[src/rtl/jtvigil_pkg.sv]
// Purpose: shared slot indices, arbiter FSM encoding and default SDRAM offsets for the video ROM arbiter.
// Latency: none (constants and a pure helper function only).
// Backpressure: not applicable.
package jtvigil_pkg;

  localparam int NSLOT = 3;

  localparam logic [1:0] SLOT_SCR1 = 2'd0;
  localparam logic [1:0] SLOT_SCR2 = 2'd1;
  localparam logic [1:0] SLOT_OBJ  = 2'd2;

  typedef enum logic [1:0] {
    IDLE = 2'd0,
    REQ  = 2'd1,
    WAIT = 2'd2
  } arb_state_t;

  localparam logic [21:0] SCR1_OFFSET_DEF = 22'h00000;
  localparam logic [21:0] SCR2_OFFSET_DEF = 22'h20000;
  localparam logic [21:0] OBJ_OFFSET_DEF  = 22'h60000;

  // Round-robin successor: scr1 -> scr2 -> obj -> scr1
  function automatic logic [1:0] next_slot(input logic [1:0] s);
    return (s == SLOT_OBJ) ? SLOT_SCR1 : s + 2'd1;
  endfunction

endpackage

[src/rtl/jtvigil_rom_slot.sv]
// Purpose: one-entry ROM word cache for a single video requester; flags hit (ok) and miss (pending).
// Latency: ok is combinational on addr/cs; a fill is visible one clk after the fill strobe.
// Backpressure: none; the requester simply holds cs/addr until ok rises.
module jtvigil_rom_slot (
  input  logic        clk,
  input  logic        rst,
  input  logic [17:0] addr,
  input  logic        cs,
  input  logic        fill,
  input  logic [17:0] fill_addr,
  input  logic [31:0] fill_data,
  output logic        ok,
  output logic        pending,
  output logic [31:0] data
);

  logic        valid;
  logic [17:0] cached_addr;

  // Cache entry: overwritten whole on every fill, cleared by reset
  always_ff @(posedge clk or posedge rst) begin
    if (rst) begin
      valid       <= 1'b0;
      cached_addr <= '0;
      data        <= '0;
    end else if (fill) begin
      valid       <= 1'b1;
      cached_addr <= fill_addr;
      data        <= fill_data;
    end
  end

  // cs low hides the hit but leaves the cached word in place
  assign ok      = cs & valid & (cached_addr == addr);
  assign pending = cs & ~ok;

endmodule

[src/rtl/jtvigil_rom_arb.sv]
// Purpose: shares one SDRAM read port among scr1/scr2/obj with per-requester one-word caches, round-robin.
// Latency: sdram_req rises 1 clk after a miss is seen in IDLE; ok rises 1 clk after sdram_rdy.
// Backpressure: sdram_req/sdram_addr held until sdram_ack; requesters wait on ok.
module jtvigil_rom_arb
  import jtvigil_pkg::*;
#(
  parameter logic [21:0] SCR1_OFFSET = SCR1_OFFSET_DEF,
  parameter logic [21:0] SCR2_OFFSET = SCR2_OFFSET_DEF,
  parameter logic [21:0] OBJ_OFFSET  = OBJ_OFFSET_DEF
) (
  input  logic        rst,
  input  logic        clk,
  input  logic [16:0] scr1_addr,
  input  logic        scr1_cs,
  output logic        scr1_ok,
  output logic [31:0] scr1_data,
  input  logic [17:0] scr2_addr,
  input  logic        scr2_cs,
  output logic        scr2_ok,
  output logic [31:0] scr2_data,
  input  logic [17:0] obj_addr,
  input  logic        obj_cs,
  output logic        obj_ok,
  output logic [31:0] obj_data,
  output logic [21:0] sdram_addr,
  output logic        sdram_req,
  input  logic        sdram_ack,
  input  logic        sdram_rdy,
  input  logic [31:0] sdram_din
);

  arb_state_t  state;
  logic [1:0]  rr;
  logic [1:0]  gnt;
  logic [17:0] gnt_addr;

  logic [17:0] addr_v [NSLOT];
  logic [31:0] data_v [NSLOT];
  logic [2:0]  cs_v, ok_v, pend_v, fill_v;
  logic        fill_now;

  logic [1:0]  pick;
  logic        found;
  logic [17:0] sel_addr;
  logic [21:0] sel_off;

  assign addr_v[0] = {1'b0, scr1_addr};
  assign addr_v[1] = scr2_addr;
  assign addr_v[2] = obj_addr;
  assign cs_v      = {obj_cs, scr2_cs, scr1_cs};

  assign scr1_ok   = ok_v[0];
  assign scr2_ok   = ok_v[1];
  assign obj_ok    = ok_v[2];
  assign scr1_data = data_v[0];
  assign scr2_data = data_v[1];
  assign obj_data  = data_v[2];

  // An ack+rdy in the same REQ cycle counts as ack then rdy, so it fills too
  assign fill_now = ((state == REQ) & sdram_ack & sdram_rdy) | ((state == WAIT) & sdram_rdy);

  for (genvar i = 0; i < NSLOT; i++) begin : g_slot
    assign fill_v[i] = fill_now & (gnt == 2'(i));

    jtvigil_rom_slot u_slot (
      .clk       (clk),
      .rst       (rst),
      .addr      (addr_v[i]),
      .cs        (cs_v[i]),
      .fill      (fill_v[i]),
      .fill_addr (gnt_addr),
      .fill_data (sdram_din),
      .ok        (ok_v[i]),
      .pending   (pend_v[i]),
      .data      (data_v[i])
    );
  end

  // Round-robin pick: first pending slot at or after rr
  always_comb begin
    logic [2:0] idx;
    pick  = rr;
    found = 1'b0;
    idx   = '0;
    for (int k = 0; k < NSLOT; k++) begin
      idx = {1'b0, rr} + 3'(k);
      if (idx >= 3'd3) idx = idx - 3'd3;
      if (!found && pend_v[idx[1:0]]) begin
        pick  = idx[1:0];
        found = 1'b1;
      end
    end
  end

  // Address and SDRAM base of the picked slot
  always_comb begin
    case (pick)
      SLOT_SCR2: begin sel_addr = addr_v[1]; sel_off = SCR2_OFFSET; end
      SLOT_OBJ:  begin sel_addr = addr_v[2]; sel_off = OBJ_OFFSET;  end
      default:   begin sel_addr = addr_v[0]; sel_off = SCR1_OFFSET; end
    endcase
  end

  // Fetch FSM: grant in IDLE, hold request until ack, wait for data, refill cache
  always_ff @(posedge clk or posedge rst) begin
    if (rst) begin
      state      <= IDLE;
      rr         <= SLOT_SCR1;
      gnt        <= SLOT_SCR1;
      gnt_addr   <= '0;
      sdram_addr <= '0;
      sdram_req  <= 1'b0;
    end else begin
      case (state)
        IDLE: begin
          if (found) begin
            gnt        <= pick;
            gnt_addr   <= sel_addr;
            // 22-bit sum wraps naturally
            sdram_addr <= sel_off + {4'd0, sel_addr};
            sdram_req  <= 1'b1;
            state      <= REQ;
          end
        end
        REQ: begin
          if (sdram_ack) begin
            sdram_req <= 1'b0;
            if (sdram_rdy) begin
              rr    <= next_slot(gnt);
              state <= IDLE;
            end else begin
              state <= WAIT;
            end
          end
        end
        WAIT: begin
          if (sdram_rdy) begin
            rr    <= next_slot(gnt);
            state <= IDLE;
          end
        end
        default: begin
          sdram_req <= 1'b0;
          state     <= IDLE;
        end
      endcase
    end
  end

endmodule

[config.mk]
export PLATFORM = sky130hd
export DESIGN_NAME = jtvigil_rom_arb
export DESIGN_NICKNAME = d
export VERILOG_FILES = /design/src/rtl/jtvigil_pkg.sv /design/src/rtl/jtvigil_rom_slot.sv /design/src/rtl/jtvigil_rom_arb.sv
export SDC_FILE = /design/constraint.sdc
export NUM_CORES = 1
export LEC_CHECK = 0
export BUFFER_PORTS_ARGS = -buffer_cell sky130_fd_sc_hd__buf_2
export CORE_MARGIN = 5
export CORE_UTILIZATION = 35
export DETAILED_ROUTE_END_ITERATION = 10
export PLACE_DENSITY_LB_ADDON = 0.1
export SETUP_SLACK_MARGIN = 0.15
export SYNTH_ARGS = -nofsm -noshare
export SYNTH_HDL_FRONTEND = slang
export SYNTH_SLANG_ARGS = --single-unit
[constraint.sdc]
create_clock -name clk -period 7.45 [get_ports clk]
set_input_delay 1.49 -clock clk [delete_from_list [all_inputs] [get_ports clk]]
set_output_delay 1.49 -clock clk [all_outputs]
set_load 0.1 [all_outputs]
==> results_dict.tcl, run 1 <==
set metrics [dict create \
    grtUsageTotal_pct 17.7 \
    grt.met2_usage_pct 29.8 \
    ys_seq_elements 181 \
    clk_pin_slew_ns 0.07 \
    grt_max_degree 104 \
    fin_nets 907 \
    cp.arrival_ns 5.42 \
    num_rows 56 \
    synth_top_area_share_pct 54.4 \
    yosysUniqueCellTypes 50 \
    cts.sinks 181 \
    setup_violations 0 \
    relSlewSlack_pct 31.4 \
    hpwl_mm 16.5 \
    ys_seq_area_share_pct 54.4 \
    reg2reg_depth 12 \
    final-max-slew-violation-count 0 \
    grt_pass1_vias 6204 \
    cts_buffer_depth 2 \
    route.detailed.drc 0 \
    drv_cap 0 \
    min_path_type "flop to flop" \
    fmax_ghz 0.196 \
    io_pins 214 \
    crit_path_start "scr2_addr[17]" \
    fin_ws_ns 2.35 \
    antenna_found_initial 4 \
    fin_skew_ns 0.0152 \
    routed_via_density 4.94 \
    rsz0062_at_grt "no" \
    cts_tree "yes" \
    async_flop_share_pct 100 \
    cts_setup_buffers 0 \
    dieArea_um2 27000 \
    crit_path_end_kind "flop" \
    hold-worst-slack_ns 0.473 \
    r2r_start "g_slot[2].u_slot.cached_addr[7]" \
    cp_max_fo 18 \
    hold_buffers 0 \
    gp_congestion 0.873 \
    initial_core_util_pct 35.5 \
    clock_latency_ns 0.44 \
    wl_per_cell_um 20.5 \
    post_cts_resized 0 \
    synth_edf_count 0 \
    min_path_cells 1 \
    ys_top_cells_by_area "dfrtp_1 (54%), mux2_2 (21%), xnor2_1 (3.7%), mux2_4 (3.4%), xor2_1 (1.9%)" \
    ant_nets 0 \
    cts_buffers 17 \
    final_util_pct 43.2 \
    ctsRootBufferMaster "clkbuf_16" \
    hold_viol 0 \
    routed_wl_mm 23.4 \
    first_pass_iters 4 \
    netlist_area_um2 8320 \
    drt_iter0_markers 283 \
    synth_flop_cell "dfrtp_1" \
    yosysTopAreaCell "dfrtp_1" \
    htreeDepth 4 \
    vias 5639 \
    core_um2 23500 \
    pre_cts_slack_ns 1.92 \
    grt_pass1_wl_mm 36.4 \
    hp-start "g_slot[0].u_slot.valid" \
    ys_warn_count 0 \
    grt_use_met1_pct 21.8 \
    die_w_um 164 \
    path_class "primary input to flop" \
    startpoint_type "primary input" \
    tns_ns 0 \
    drive_gt1_share_pct 53.0 \
    busiest_layer "met2" \
    worst_slew_pin_slew_ns 1.03 \
    crit_required_ns 7.77 \
    area_growth_pct 21.8 \
    die_h_um 164 \
    avgSynthCellArea_um2 13.4 \
    numPortBuffers 211 \
    grt-ovfl-total 0 \
    synthCells 621 \
    grt_util_met3_pct 6.37 \
    status "completed" \
    fin_crit_ns 5.10 \
    post-route-period-util_pct 68.5 \
]
final timing paths:
| path | to | slack (ns) |
|---|---|---|
| max | sdram_addr[18] | 2.35 |
| min | g_slot[0].u_slot.valid | 0.47 |
| max reg2reg | sdram_addr[18] | 3.14 |
| min reg2reg | g_slot[0].u_slot.valid | 0.47 |
| max in group asynchronous | g_slot[2].u_slot.cached_addr[10] | 4.56 |
| min in group asynchronous | g_slot[0].u_slot.data[29] | 1.27 |
critical path, stage by stage:
cell and delay [ns]:
buf_2 0.13, xor2_1 0.15, or4_1 0.53, nor4_2 0.39, a21boi_1 0.20, a221oi_1 0.34, o221ai_1 0.18, a31oi_2 0.22
ha_1 0.79, a22oi_1 0.24, nor2_1 0.23, ha_1 0.27, mux2_4 0.27
routing by layer:
| layer | routed length (um) | share of wire [%] |
|---|---|---|
| met1 | 9580 | 41 |
| met2 | 11700 | 50 |
| met3 | 1720 | 7.3 |
| met4 | 368 | 1.6 |
| met5 | 43 | 0.18 |
metrics by stage:
step	instances	area, um^2
2_1_floorplan	622	8330
3_3_place_gp	1109	9550
3_5_place_dp	1109	9550
4_1_cts	1141	10100
5_1_grt	1142	10100
6_report	1142	10100
cell usage after synthesis, types with 2 or more instances:
cell type	number
dfrtp_1	181
mux2_2	154
xnor2_1	35
nand2_1	31
o21ai_0	21
buf_4	19
clkbuf_1	19
mux2_4	19
a22oi_1	18
xor2_1	18
buf_1	8
inv_1	8
nand4_1	8
nor2_1	8
nor3_1	8
ha_1	6
nor4_1	6
a211oi_1	4
a21bo_2	3
a21o_1	3
and2_1	3
nand2b_1	3
nand3_1	3
a21oi_1	2
buf_12	2
mux2i_1	2
nor2b_1	2
nor4_2	2
o211ai_1	2
or2_2	2
or3_1	2
placed cells by master, fill, tap and decap left out, drive strengths merged, types with 3 or more instances in the layout:
master,n
nand3,4
dfrtp,181
nor4,8
nor3,8
nand2b,3
buf,217
a21o,3
mux2,173
clkbuf,18
inv,14
ha,6
xnor2,35
a211oi,4
nor2,8
o21ai,21
xor2,18
a22oi,18
a21bo,3
and2,4
nand4,8
clkinv,6
nand2,31
layout make-up:
class | count | area, um^2
fill | 2237 | 13300
antenna | 1 | 2.50
clock buffer | 18 | 429
multi-input combinational | 384 | 3480
inverter | 8 | 35.0
tap | 319 | 399
clock inverter | 14 | 160
timing repair buffer | 217 | 1100
sequential | 181 | 4530
registers in the layout (all words and copies together), names as in the netlist:
| signal | flops |
|---|---|
| g_slot.u_slot.data | 96 |
| g_slot.u_slot.cached_addr | 54 |
| gnt_addr | 18 |
| g_slot.u_slot.valid | 3 |
| sdram_addr | 3 |
| gnt | 2 |
| rr | 2 |
| state | 2 |
| sdram_req | 1 |
cell families after synthesis:
logic type | share of synthesized area [%]
adders and majority gates | 1.02
xor gates and xnor gates | 5.58
buffers and inverters | 3.91
AOI/OAI and AO/OA | 5.41
muxes | 24.5
DFF | 54.4
other | 0.0451
and+or+nand+nor | 5.11
Power of run 1 is left out: the tool's default activity adds up to more than one toggle a clock period on the data nets, which glitch-free logic cannot reach.
==> run 2: changes to the inputs <==
==> constraint.sdc (replaced) <==
create_clock -name clk -period 5.02 [get_ports clk]
set_input_delay 1.004 -clock clk [delete_from_list [all_inputs] [get_ports clk]]
set_output_delay 1.004 -clock clk [all_outputs]
set_load 0.1 [all_outputs]
==> run 2 against run 1 <==
  * Core utilization rose by 0.27 points
  * Non-clock buffer count rose by 4
  * Final cell count rose by 0.35%
  * Register-to-register slack got worse by 1.8 ns
  * Critical path type unchanged
  * Highest routed layer unchanged
==> results_dict.tcl, run 2 (synthesis gave the netlist of run 1 again) <==
set metrics [dict create \
    status "completed" \
    cts.sinks 181 \
    place_inst 1113 \
    startpoint_type "primary input" \
    highest-signal-layer "met5" \
    drv_cap 0 \
    clock_latency_ns 0.43 \
    fin_skew_ns 0.0101 \
    numPortBuffers 211 \
    antenna_found_initial 4 \
    worst_slew_pin_slew_ns 0.989 \
    cts_buffers 17 \
    gp_congestion 0.823 \
    crit_path_end_kind "flop" \
    fin_crit_ns 4.06 \
    dieArea_um2 27000 \
    regMostFlops "g_slot.u_slot.data" \
    min_path_type "flop to flop" \
    crit_end "sdram_addr[18]" \
    num_rows 56 \
    first_pass_iters 4 \
    reg2reg_to "sdram_addr[18]" \
    post-route-period-util_pct 80.9 \
    route.met2.wl_mm 11.7 \
    rsz0062_at_grt "no" \
    grt_pass1_vias 6171 \
    final_common_cell "buf_2" \
    hold_buffers 0 \
    rrSetupSlack_ns 1.30 \
    pre_cts_slack_ns 0.539 \
    relSlewSlack_pct 34.1 \
    reg2reg_depth 13 \
    routed_via_density 4.88 \
    grt_max_degree 182 \
    crit_path_start "scr2_addr[17]" \
    ctsRootBufferMaster "clkbuf_16" \
    die_h_um 164 \
    r2r_start "g_slot[1].u_slot.cached_addr[17]" \
    cp_max_fo 4 \
    final_cell_mix "buf_2 (211), dfrtp_1 (181), mux2_2 (154)" \
    wl_per_cell_um 19.9 \
    die_w_um 164 \
    clk_pin_slew_ns 0.07 \
    wl_met1_mm 9.30 \
    largest_register_ffs 96 \
    fin_ws_ns 0.958 \
    vias 5592 \
    grt_pass1_wl_mm 35.6 \
    wl_met3_mm 1.42 \
    ant_nets 0 \
    final-instance-count-excl-fill 1146 \
    grtUsageTotal_pct 17.2 \
    post_cts_resized 0 \
    final-max-slew-violation-count 0 \
    core_um2 23500 \
    setup_violations 0 \
    initial_core_util_pct 35.5 \
    largest_registers "g_slot.u_slot.data: 96 flops, g_slot.u_slot.cached_addr: 54 flops, gnt_addr: 18 flops" \
    drive_gt1_share_pct 53.4 \
    htreeDepth 4 \
    hold_viol 0 \
    io_pins 214 \
    cts_buffer_depth 2 \
    area_growth_pct 22.5 \
    hold-worst-slack_ns 0.468 \
    fmax_ghz 0.246 \
    routed_wl_mm 22.8 \
    cts_setup_buffers 0 \
    crit_required_ns 5.33 \
    cts_tree "yes" \
    hpwl_mm 16.2 \
    cp.arrival_ns 4.37 \
    grt-ovfl-total 0 \
    route.detailed.drc 0 \
    path_class "primary input to flop" \
    fin_nets 911 \
    tns_ns 0 \
    drt_iter0_markers 331 \
]
-- run 2: layout make-up --
type	count	area [um^2]
fillers	2245	13300
clock inverters	14	163
repair buffers	221	1160
well taps	319	399
inverters	8	33.8
flip-flops and latches	181	4530
clock buffers	18	429
multi-input cells	384	3490
diodes	1	2.50
-- run 2: worst min-delay path by stage --
stage,startpoint,to,slack (ns),cells past startpoint
2_1_floorplan,g_slot[1].u_slot.valid,g_slot[1].u_slot.valid,0.43,1
3_3_place_gp,g_slot[0].u_slot.valid,g_slot[0].u_slot.valid,0.45,1
3_5_place_dp,g_slot[0].u_slot.valid,g_slot[0].u_slot.valid,0.45,1
4_1_cts,g_slot[0].u_slot.valid,g_slot[0].u_slot.valid,0.47,1
5_1_grt,g_slot[0].u_slot.valid,g_slot[0].u_slot.valid,0.50,1
6_report,g_slot[0].u_slot.valid,g_slot[0].u_slot.valid,0.47,1
-- run 2: critical path, cell delays in order --
cell and delay, ns:
buf_2 0.13, xor2_1 0.16, or4_1 0.54, nor4_2 0.41, a21boi_1 0.20, a221oi_1 0.36
o221ai_1 0.20, a31oi_2 0.22, inv_1 0.09, ha_1 0.20, a22oi_1 0.20, nor2_1 0.10
ha_1 0.29, mux2_4 0.26
-- run 2: per-stage QoR --
step           util, %  area [um^2]
6_report          43.5        10200
5_1_grt           43.5        10200
4_1_cts           43.4        10200
3_5_place_dp      40.9         9610
3_3_place_gp      40.9         9610
2_1_floorplan        -         8340
-- run 2: routing by layer --
layer,global-route usage (%),up-vias
li1,-,2570
met1,21.3,2827
met2,29.5,162
met3,5.19,27
met4,4.23,6
met5,0,-
Power of run 2 is left out for the same reason.
==> run 3: changes to the inputs <==
--- a/config.mk
+++ b/config.mk
@@ -5,6 +5,7 @@
 export SDC_FILE = /design/constraint.sdc
 export NUM_CORES = 1
 export LEC_CHECK = 0
+export ABC_AREA = 1
 export BUFFER_PORTS_ARGS = -buffer_cell sky130_fd_sc_hd__buf_2
 export CORE_MARGIN = 5
 export CORE_UTILIZATION = 35
==> constraint.sdc (replaced) <==
create_clock -name clk -period 4.1 [get_ports clk]
set_input_delay 0.82 -clock clk [delete_from_list [all_inputs] [get_ports clk]]
set_output_delay 0.82 -clock clk [all_outputs]
set_load 0.1 [all_outputs]
==> run 3 against run 2 <==
  * Design area up 3.3%
  * Highest routed layer unchanged
  * Clock skew up 0.0064 ns
  * Worst setup slack worse by 0.18 ns
  * First-iteration DRC count up 42%
  * Sequential share of layout area down 1.4 points
  * Wire length up 13%
  * Global-route usage up 1.3 points
==> results_dict.tcl, run 3 <==
set metrics [dict create \
    status "completed" \
    fin_skew_ns 0.0165 \
    clk_pin_slew_ns 0.08 \
    grtUsageTotal_pct 18.5 \
    tns_ns 0 \
    crit_path_end_kind "output pin" \
    synth_edf_count 0 \
    avgSynthCellArea_um2 8.17 \
    yosysTopAreaCell "dfrtp_1" \
    antenna_found_initial 3 \
    largest_registers "g_slot.u_slot.data: 96 flops, g_slot.u_slot.cached_addr: 54 flops, gnt_addr: 18 flops" \
    vias 7163 \
    ys_warn_count 0 \
    cp_max_fo 4 \
    dieArea_um2 27900 \
    min_path_cells 2 \
    crit_top_cell "buf_2" \
    worst_slew_pin_slew_ns 0.998 \
    ctsRootBufferMaster "clkbuf_16" \
    final_cell_mix "nand2_1 (322), buf_2 (211), dfrtp_1 (181)" \
    largest_register_ffs 96 \
    fmax_ghz 0.301 \
    rrSetupSlack_ns 0.92 \
    fin_crit_ns 3.32 \
    drt_iter0_markers 469 \
    num_rows 57 \
    synthCells 1055 \
    async_flop_share_pct 100 \
    io_pins 214 \
    yosys.area_share.simple_pct 20.6 \
    numPortBuffers 211 \
    routed_wl_mm 25.7 \
    critPathTopFamily "simple AND/OR/NAND/NOR gates" \
    wl_per_cell_um 16.4 \
    grt_pass1_vias 7136 \
    min_path_type "flop to flop" \
    final-max-slew-violation-count 0 \
    synth_flop_cell "dfrtp_1" \
    synthXorXnorAreaFrac_pct 1.22 \
    cts.sinks 181 \
    drive_gt1_share_pct 23.0 \
    cp.buffers_inverters 2 \
    core_um2 24300 \
    cp_slowest_cell "or4_1" \
    crit_required_ns 3.28 \
    final_common_cell "nand2_1" \
    ant_nets 0 \
    area_growth_pct 22.2 \
    yosysMostFrequentCell "nand2_1" \
    initial_core_util_pct 35.4 \
    hold_buffers 0 \
    die_h_um 167 \
    gp_congestion 0.903 \
    crit_chain "buf_2, nand2_1, a21oi_1, nand3_1, or4_1, nor3_2, buf_2" \
    first_pass_iters 4 \
    rsz0062_at_grt "no" \
    reg2reg_to "sdram_addr[18]" \
    regMostFlops "g_slot.u_slot.data" \
    crit_path_max_incr_delay_ns 0.54 \
    synthMuxAreaShare_pct 1.97 \
    fin_nets 1332 \
    netlist_area_um2 8620 \
    synth_compound_area_share_pct 12.5 \
    synth_top_family_by_area "simple AND/OR/NAND/NOR gates" \
    relSlewSlack_pct 33.5 \
    grt_pass1_wl_mm 40.5 \
    yosys-top-cells-count "nand2_1 (324), dfrtp_1 (181), o21ai_0 (164)" \
    routed_via_density 4.56 \
    hold_end "sdram_req" \
    setup_violations 0 \
    grt_max_degree 103 \
    htreeDepth 4 \
    hpwl_mm 18.8 \
    synth-adder-area-share_pct 0.871 \
    grt-ovfl-total 0 \
    yosysUniqueCellTypes 34 \
    cts_buffer_depth 2 \
    hold_viol 0 \
    r2r_start "g_slot[1].u_slot.cached_addr[10]" \
    cts_setup_buffers 0 \
    path_class "primary input to output pin" \
    synth_top_area_share_pct 52.6 \
    die_w_um 167 \
    route.met2.wl_mm 12.1 \
    cts_buffers 17 \
    ys_top_cells_by_area "dfrtp_1 (53%), nand2_1 (14%), o21ai_0 (9.5%), inv_1 (6.4%), mux2i_1 (2.0%)" \
    ys_seq_area_share_pct 52.6 \
    n_antenna_cell 0 \
    wl_met1_mm 11.6 \
    reg2reg_depth 22 \
    clock_latency_ns 0.44 \
    post-route-period-util_pct 81.1 \
    ys_seq_elements 181 \
    startpoint_type "primary input" \
    highest-signal-layer "met5" \
    cp.arrival_ns 2.50 \
    cts_tree "yes" \
    route.detailed.drc 0 \
    hp-start "sdram_req" \
    post_cts_resized 0 \
    wl_met3_mm 1.67 \
    drv_cap 0 \
]
## run 3: layout make-up
class	count	area, um^2
clock buffer	18	439
clock inverter	14	188
fill	2508	13800
inverter	147	556
multi-input combinational	668	3250
sequential	181	4530
tap	324	405
timing repair buffer	219	1170
## run 3: logic make-up after synthesis
logic type | Yosys count
AND/OR/NAND/NOR | 430
buffers and inverters | 207
AO/OA/AOI/OAI | 201
flip-flops | 181
multiplexers | 17
XOR/XNOR | 12
adder cells (fa/ha/maj) | 6
other | 1
## run 3: how the worst max path moves through the flow
stage	startpoint	endpoint	depth (start not counted)
3_3_place_gp	scr1_addr[2]	sdram_addr[18]	21
5_1_grt	scr2_addr[10]	sdram_addr[18]	23
3_5_place_dp	scr1_addr[2]	sdram_addr[18]	21
2_1_floorplan	scr1_addr[9]	scr1_ok	5
6_report	obj_cs	obj_ok	7
4_1_cts	obj_cs	obj_ok	7
## run 3: per-layer routing
| layer | vias up | GRT usage (%) |
|---|---|---|
| met3 | 23 | 5.59 |
| met1 | 3289 | 24.5 |
| met4 | 6 | 4.52 |
| met5 | - | 0 |
| met2 | 192 | 29.8 |
| li1 | 3653 | - |
## run 3: worst reg2reg max path: stages, from the launching register on
cell	delay, ns
dfrtp_1	0.44
nand2_1	0.08
o21ai_0	0.07
nor2_1	0.20
nand2_1	0.08
nor2_1	0.13
nand3_2	0.17
nand3_1	0.13
nand3_2	0.08
nand2_2	0.10
nand2_2	0.09
o21ai_0	0.17
nand2_1	0.11
inv_1	0.10
ha_1	0.14
inv_1	0.04
buf_4	0.19
o22ai_1	0.19
inv_1	0.06
nor2_1	0.14
ha_1	0.25
nand2_1	0.08
nand2_1	0.05
## run 3: per-stage QoR
step	setup WS (ns)	hold slack [ns]	instances	instance area, um^2	util [%]
after detailed placement	0.404	0.454	1539	9910	40.7
after floorplan	0.306	0.434	1056	8640	-
after global placement	0.499	0.449	1539	9910	40.7
final	0.777	0.467	1571	10500	43.3
after global routing	0.494	0.490	1571	10500	43.3
after CTS	0.770	0.473	1571	10500	43.3
Power of run 3 is left out for the same reason.
